<file path="src/rtl/pipe_ctrl.sv">
// Pipeline controller: merges ex/bus redirect and stall requests into one pc
// hold/jump/address triple, generates flush pulses and sequences interrupt entry.
module pipe_ctrl #(
  parameter int unsigned FLUSH_CYCLES = 2,
  parameter logic [31:0] IRQ_CAUSE    = 32'h8000000B
) (
  input  logic        i_Clk,
  input  logic        i_reset,
  input  logic        i_ex_jump_flag,
  input  logic [31:0] i_ex_jump_addr,
  input  logic [31:0] i_ex_next_pc,
  input  logic        i_ex_hold_flag,
  input  logic        i_bus_hold_flag,
  input  logic        i_irq,
  input  logic        i_irq_enable,
  input  logic [31:0] i_mtvec,
  output logic        o_pc_jump_flag,
  output logic [31:0] o_pc_jump_addr,
  output logic        o_pc_hold_flag,
  output logic        o_flush,
  output logic        o_csr_we,
  output logic [11:0] o_csr_waddr,
  output logic [31:0] o_csr_wdata,
  output logic        o_irq_ack
);

  localparam logic [11:0] CSR_MEPC   = 12'h341;
  localparam logic [11:0] CSR_MCAUSE = 12'h342;
  localparam logic [2:0]  FLUSH_LOAD = 3'(FLUSH_CYCLES - 1);

  typedef enum logic [2:0] {
    S_IDLE       = 3'd0,
    S_PEND_JUMP  = 3'd1,
    S_IRQ_WAIT   = 3'd2,
    S_IRQ_MEPC   = 3'd3,
    S_IRQ_MCAUSE = 3'd4,
    S_IRQ_JUMP   = 3'd5
  } state_t;

  state_t      r_state;
  state_t      w_next_state;
  logic [31:0] r_pend_addr;
  logic [31:0] w_pend_addr_nxt;
  logic [31:0] r_mepc;
  logic [31:0] w_mepc_nxt;
  logic [2:0]  r_flush_cnt;
  logic [2:0]  w_flush_cnt_nxt;
  logic        w_jump;
  logic [31:0] w_jump_addr;
  logic        w_hold;
  logic        w_csr_we;
  logic [11:0] w_csr_waddr;
  logic [31:0] w_csr_wdata;
  logic        w_ack;

  // Next-state and output decode
  always_comb begin
    w_next_state    = r_state;
    w_pend_addr_nxt = r_pend_addr;
    w_mepc_nxt      = r_mepc;
    w_jump          = 1'b0;
    w_jump_addr     = 32'h0000_0000;
    w_hold          = 1'b0;
    w_csr_we        = 1'b0;
    w_csr_waddr     = 12'h000;
    w_csr_wdata     = 32'h0000_0000;
    w_ack           = 1'b0;
    case (r_state)
      S_IDLE: begin
        w_jump_addr = i_ex_jump_addr;
        if (i_ex_jump_flag && i_bus_hold_flag) begin
          w_hold          = 1'b1;
          w_pend_addr_nxt = i_ex_jump_addr;
          w_next_state    = S_PEND_JUMP;
        end else begin
          // a redirect wins over an ex stall so jump and hold never coexist
          w_jump = i_ex_jump_flag;
          w_hold = (i_ex_hold_flag | i_bus_hold_flag) & ~i_ex_jump_flag;
          if (i_irq && i_irq_enable) begin
            w_next_state = S_IRQ_WAIT;
          end else begin
            w_next_state = S_IDLE;
          end
        end
      end
      S_PEND_JUMP: begin
        if (i_bus_hold_flag) begin
          w_hold      = 1'b1;
          w_jump_addr = r_pend_addr;
          if (i_ex_jump_flag) begin
            w_pend_addr_nxt = i_ex_jump_addr;
          end else begin
            w_pend_addr_nxt = r_pend_addr;
          end
        end else begin
          w_jump       = 1'b1;
          w_jump_addr  = i_ex_jump_flag ? i_ex_jump_addr : r_pend_addr;
          w_next_state = S_IDLE;
        end
      end
      S_IRQ_WAIT: begin
        w_hold = 1'b1;
        if (i_ex_hold_flag || i_bus_hold_flag) begin
          w_next_state = S_IRQ_WAIT;
        end else begin
          w_mepc_nxt   = i_ex_jump_flag ? i_ex_jump_addr : i_ex_next_pc;
          w_next_state = S_IRQ_MEPC;
        end
      end
      S_IRQ_MEPC: begin
        w_hold       = 1'b1;
        w_csr_we     = 1'b1;
        w_csr_waddr  = CSR_MEPC;
        w_csr_wdata  = r_mepc;
        w_next_state = S_IRQ_MCAUSE;
      end
      S_IRQ_MCAUSE: begin
        w_hold       = 1'b1;
        w_csr_we     = 1'b1;
        w_csr_waddr  = CSR_MCAUSE;
        w_csr_wdata  = IRQ_CAUSE;
        w_next_state = S_IRQ_JUMP;
      end
      S_IRQ_JUMP: begin
        w_jump       = 1'b1;
        w_jump_addr  = i_mtvec;
        w_ack        = 1'b1;
        w_next_state = S_IDLE;
      end
      default: begin
        w_next_state = S_IDLE;
      end
    endcase

    if (w_jump) begin
      w_flush_cnt_nxt = FLUSH_LOAD;
    end else if (w_hold || (r_flush_cnt == 3'd0)) begin
      w_flush_cnt_nxt = r_flush_cnt;
    end else begin
      w_flush_cnt_nxt = r_flush_cnt - 3'd1;
    end
  end

  // State, pending target, captured mepc and flush counter
  always_ff @(posedge i_Clk or posedge i_reset) begin
    if (i_reset) begin
      r_state     <= S_IDLE;
      r_pend_addr <= 32'h0000_0000;
      r_mepc      <= 32'h0000_0000;
      r_flush_cnt <= 3'd0;
    end else begin
      r_state     <= w_next_state;
      r_pend_addr <= w_pend_addr_nxt;
      r_mepc      <= w_mepc_nxt;
      r_flush_cnt <= w_flush_cnt_nxt;
    end
  end

  assign o_pc_jump_flag = w_jump & ~i_reset;
  assign o_pc_jump_addr = i_reset ? 32'h0000_0000 : w_jump_addr;
  assign o_pc_hold_flag = w_hold & ~i_reset;
  assign o_flush        = (w_jump | (r_flush_cnt != 3'd0)) & ~i_reset;
  assign o_csr_we       = w_csr_we & ~i_reset;
  assign o_csr_waddr    = i_reset ? 12'h000 : w_csr_waddr;
  assign o_csr_wdata    = i_reset ? 32'h0000_0000 : w_csr_wdata;
  assign o_irq_ack      = w_ack & ~i_reset;

endmodule

</file>
<file path="config.mk">
export PLATFORM = sky130hd
export DESIGN_NAME = pipe_ctrl
export DESIGN_NICKNAME = d
export VERILOG_FILES = /design/src/rtl/pipe_ctrl.sv
export SDC_FILE = /design/constraint.sdc
export NUM_CORES = 1
export LEC_CHECK = 0
export BUFFER_PORTS_ARGS = -buffer_cell sky130_fd_sc_hd__clkbuf_2
export CORE_MARGIN = 8
export CORE_UTILIZATION = 30
export CTS_CLUSTER_DIAMETER = 30
export DETAILED_ROUTE_END_ITERATION = 10
export HOLD_SLACK_MARGIN = 0.03
export PLACE_DENSITY = 0.62
export RECOVER_POWER = 50
export REMOVE_ABC_BUFFERS = 1
export SYNTH_ARGS = -nofsm -noshare
export SYNTH_HDL_FRONTEND = slang
export SYNTH_SLANG_ARGS = --single-unit
</file>
<file path="constraint.sdc">
create_clock -name i_Clk -period 2.25 [get_ports i_Clk]
set_input_delay 0.225 -clock i_Clk [delete_from_list [all_inputs] [get_ports i_Clk]]
set_output_delay 0.225 -clock i_Clk [all_outputs]
set_load 0.01 [all_outputs]
</file>
Word level (Yosys, flattened, before mapping). Index checks and enable logic that the tools add are counted.

Word-level logic and storage cells: 64. Bits of input ports: 103. Register bits after elaboration: 70.

Bitwise operators: 11. Add/subtract/negate cells: 1. Equality and inequality tests: 9. Muxes and demuxes: 27. Reduce and logical (&&, ||, !) cells: 12.

Operators with widths (count): two-way mux 32 bit (7); case mux 32 bit (2 select lines) (2); case mux 32 bit (3 select lines) (1); case mux 10 bit (2 select lines) (1); case mux 3 bit (5 select lines) (1); two-way mux 12 bit (1); two-way mux 3 bit (3); != test 2 bit, second input constant (4); two-way mux 1 bit (7); AND 1 bit (6); equality test 3 x 2 -> 1 bit, second input constant (2); equality test 3 bit, second input constant (2); zero test 3 bit (2); case mux 1 bit (3 select lines) (2); two-way mux 2 bit (2); equality test 3 x 1 -> 1 bit, second input constant (1); inverter 1 bit (3); AND reduction 3 bit (1); nonzero test 3 bit (1); OR reduction 3 bit (1); subtractor 3 x 1 -> 3 bit, second input constant (1); logical AND 1 bit (2); logical OR 1 bit (2); bitwise OR 1 bit (2); other kinds (3) (3).

Longest topological paths before layout.
Depth after elaboration: 7. Gate-level depth with buffers: 7. Mapped depth without buffers: 5.

Worst setup path before layout. OpenSTA, ideal clock, no wires.

Path kind: input-to-output. Start point: in i_reset. End point: out o_pc_jump_flag. Path slack: -2 ps. Arrival time: 2027 ps. Path buffers: 0. Data required time: 2025 ps. Cell stages on the path: 2. Path through: inv_1 > and2_1.

Word-level cells in the longest chain between the ends: 2.

RTL lines: start, declared (line 8) `input logic i_reset,`; inverter 1 bit (line 159) `assign o_pc_jump_flag = w_jump & ~i_reset;`; AND 1 bit (line 159); end, declared (line 17) `output logic o_pc_jump_flag,`.

Every way passes these cells.

Final worst setup path.
Start point: reg r_state[2]. End point: out o_pc_jump_addr[5].

Word-level cells in the longest chain between the ends: 3. Elaborated cells between the ends (all ways): 5. Those cells by class: 2 x eq/ne; 2 x mux; 1 x reduce/logical.

RTL lines: start, declared (line 40) `state_t r_state;`; start signal, assigned (line 152) `r_state <= w_next_state;`; equality test 3 bit, or another cell as far along (line 68) `case (r_state)`; case mux 32 bit (3 select lines) * (line 68); two-way mux 32 bit * (line 160) `assign o_pc_jump_addr = i_reset ? 32'h0000_0000 : w_jump_addr;`; end, declared (line 18) `output logic [31:0] o_pc_jump_addr,`.

Mark *: on every way between the ends. The rest lies on a longest branch, timed or not.

==> results.toml <==
[run_status]
status = "finished, final reports clean"

[worst_setup_path]
critPathLaunchType = "flip-flop"
cpPeakStageDelay_ps = 490
r2r-start = "r_state[1]$_DFFE_PP0N_"
worst-path-buf-inv = 2
worstReg2RegEnd = "r_pend_addr[5]$_DFFE_PP0P_"
worstRegToRegCells = 4
critPathArrivalTime_ps = 1940
crit_slowest_cell = "dfrtp_2"
required_ps = 2030
rrSetupSlack_ps = 410
path_class = "flip-flop to output port"
critical_path.top_delay_family = "simple AND/OR/NAND/NOR gates"
cp_cell_sequence = "or3_1, buf_4, o22ai_1, and2_1, clkbuf_2"
crit_fanout = 23
crit_path_end_kind = "output port"

[placement]
gp_congestion = 0.741
io_buffers = 176
dpl-instance-area_um2 = 5550
dp_hpwl_um = 10300

[routing]
first_pass_iters = 4
route.detailed.drc = 0
totalWireLength_um = 14400
viasPerCell = 5.02
wire_per_inst_um = 17.8
antenna_left = 0
drtIter0Drc = 161
vias = 4064

[timing]
whs_ps = 159
relSlewSlack = 0.562
worst_pin_slew_ps = 657
hold_violations = 0
slew_viol_final = 0
fmax_mhz = 463
setup_viol_count_final = 0
period_needed_ps = 2160
fin_crit_sh = 0.961
final.setup_skew_ps = 6.27

[yosys]
synth_top_area_cell = "dfrtp_1"
ys_top_cells_by_count = "70 x dfrtp_1, 65 x mux2i_1, 62 x and2_1"
synthTopCellsByArea = "dfrtp_1 39%, mux2i_1 15%, and2_1 8.7%, mux2_2 6.6%, a22oi_1 5.4%"
yosysSeqAreaShare = 0.394
syn_area_per_cell_um2 = 9.70
synth_top_area_frac = 0.394
synth_enable_flop_cells = 0
async_flop_share = 1.00
syn-cell-area_um2 = 4440
synth_ff_type = "dfrtp_1"
synthCells = 458
ys_seq_elements = 70
yosysWarnings = 0
yosysMostFrequentCell = "dfrtp_1"
ys_types = 36

[global_routing]
antenna_found_initial = 0
grt_pass1_wl_um = 22900
grt.overflow.total = 0
grt_max_degree = 71
track_usage = 0.153
first_global_vias = 4338

[clock_network]
cts_made_buffers = 9
clock-sinks = 70
h-tree-depth = 3
cts_root_buffer = "clkbuf_16"
clk_pin_slew_ps = 60
cts_tree = "yes"
clkLatencyLatePin_ps = 340
clockBufferDepth = 2

[power]
ir_worst_vdd_v = 0.000424
p_sw_mw = 2.45
clockPowerShare = 0.234
comb_power_share = 0.441
p_per_area_nw_per_um2 = 1150
power.share.switching = 0.361
intPower_mw = 4.34
p_leak_nw = 2.93
seq_power_share = 0.326

[die]
boundaryPins = 184
die_y_um = 138
die_w_um = 138
num_rows = 44
start_util = 0.307
dieArea_um2 = 19000
core_area_um2 = 14500

[final_layout]
num_antenna_cells = 0
fillCellCount = 1457
final_cell_area_um2 = 5900
area_delta_synth_final_pct = 32.8
finalNetCount = 725
final_layout_size_suffix_gt1_frac = 0.398

[run]
max_cap_violations = 0

[min_path]
hold_path_startpoint = "i_ex_jump_addr[15]"
hold_path_depth = 2
min_to = "r_pend_addr[15]$_DFFE_PP0P_"
min_path_type = "primary input to flip-flop"
## routing by layer
metal  track usage  vias to the layer above  routed length (um)
met3        0.0401                       16                1140
met4        0.0501                        0                 192
met1         0.189                     1944                6220
met5             0                        -                   0
li1              -                     1953                   -
met2         0.253                      151                6870
## per-stage QoR
stage | total power [mW] | worst slack, ps | instances | utilization | setup TNS (ps)
after floorplan | 4.03 | -879 | 413 | - | -60450
after global placement | 5.12 | 242 | 790 | 0.383 | 0
after detailed placement | 5.23 | 229 | 790 | 0.383 | 0
after CTS | 6.88 | 28.9 | 807 | 0.407 | 0
after global routing | 7.31 | -2.93 | 809 | 0.407 | -2.93
final | 6.80 | 88.2 | 809 | 0.407 | 0
## worst max path at each step
| stage | cells after the start | endpoint | start |
|---|---|---|---|
| finish | 5 | o_pc_jump_addr[5] | r_state[2]$_DFFE_PP0N_ |
| global route | 5 | o_pc_jump_addr[5] | r_state[2]$_DFFE_PP0N_ |
| CTS | 6 | o_csr_wdata[18] | r_state[2]$_DFFE_PP0N_ |
| detailed placement | 6 | o_csr_wdata[18] | r_state[2]$_DFFE_PP0N_ |
| global placement | 6 | o_csr_wdata[11] | r_state[2]$_DFFE_PP0N_ |
| floorplan | 4 | o_pc_jump_addr[0] | i_bus_hold_flag |
## placed cells by master, fill, tap and decap left out, types with 3 or more instances in the layout
master / instances
clkbuf_16: 9
inv_1: 5
clkbuf_8: 3
mux2_1: 6
mux2i_1: 65
a22oi_1: 32
nand2_1: 35
buf_4: 14
mux2_2: 26
conb_1: 7
a21o_1: 4
clkbuf_2: 175
dfrtp_1: 67
nor2_1: 5
buf_12: 4
o22ai_1: 32
and2_1: 62
o21ai_0: 36
dfrtp_2: 3
## timing repair
action	in CTS	in global routing
setup buffers	1	2
resized for setup	3	3
endpoints found under the setup margin	54	34
hold buffers	0	0
pin swaps	0	0
## worst reg2reg max path, cell delays in order, from the launching register on
cell,delay [ps]
dfrtp_2,460
buf_4,210
nor3_4,150
clkbuf_4,490
mux2_2,420
## logic make-up after synthesis
logic type               count (synthesis)  synth area share
adder cells (fa/ha/maj)                  2           0.00563
multiplexers                            97             0.228
flip-flops                              70             0.394
buffers and inverters                   57            0.0639
AO/OA/AOI/OAI                          111             0.160
AND/OR/NAND/NOR                        120             0.148
other                                    1          0.000844
## flip-flops by register name, indices dropped and copies added (netlist names)
signal,count
r_pend_addr,32
r_flush_cnt,3
r_mepc,32
r_state,3
## area by class of cell
type | instances | area, um^2 | share of cell area
Clock buffer | 13 | 270 | 0.0458
Clock inverter | 3 | 65.1 | 0.0110
Inverter | 6 | 23.8 | 0.00403
Multi-Input combinational cell | 337 | 2470 | 0.419
Sequential cell | 70 | 1760 | 0.298
Tap cell | 184 | 230 | 0.0390
Timing Repair Buffer | 196 | 1080 | 0.183
## power groups by stage
stage / Combinational [mW] / Clock [mW] / Sequential [mW]
finish: 3.00 / 1.59 / 2.21
global route: 3.33 / 1.67 / 2.30
CTS: 3.02 / 1.63 / 2.22
detailed placement: 2.98 / 0 / 2.25
global placement: 2.90 / 0 / 2.22
floorplan: 1.85 / 0 / 2.18
(Power assumes the default switching activity.)
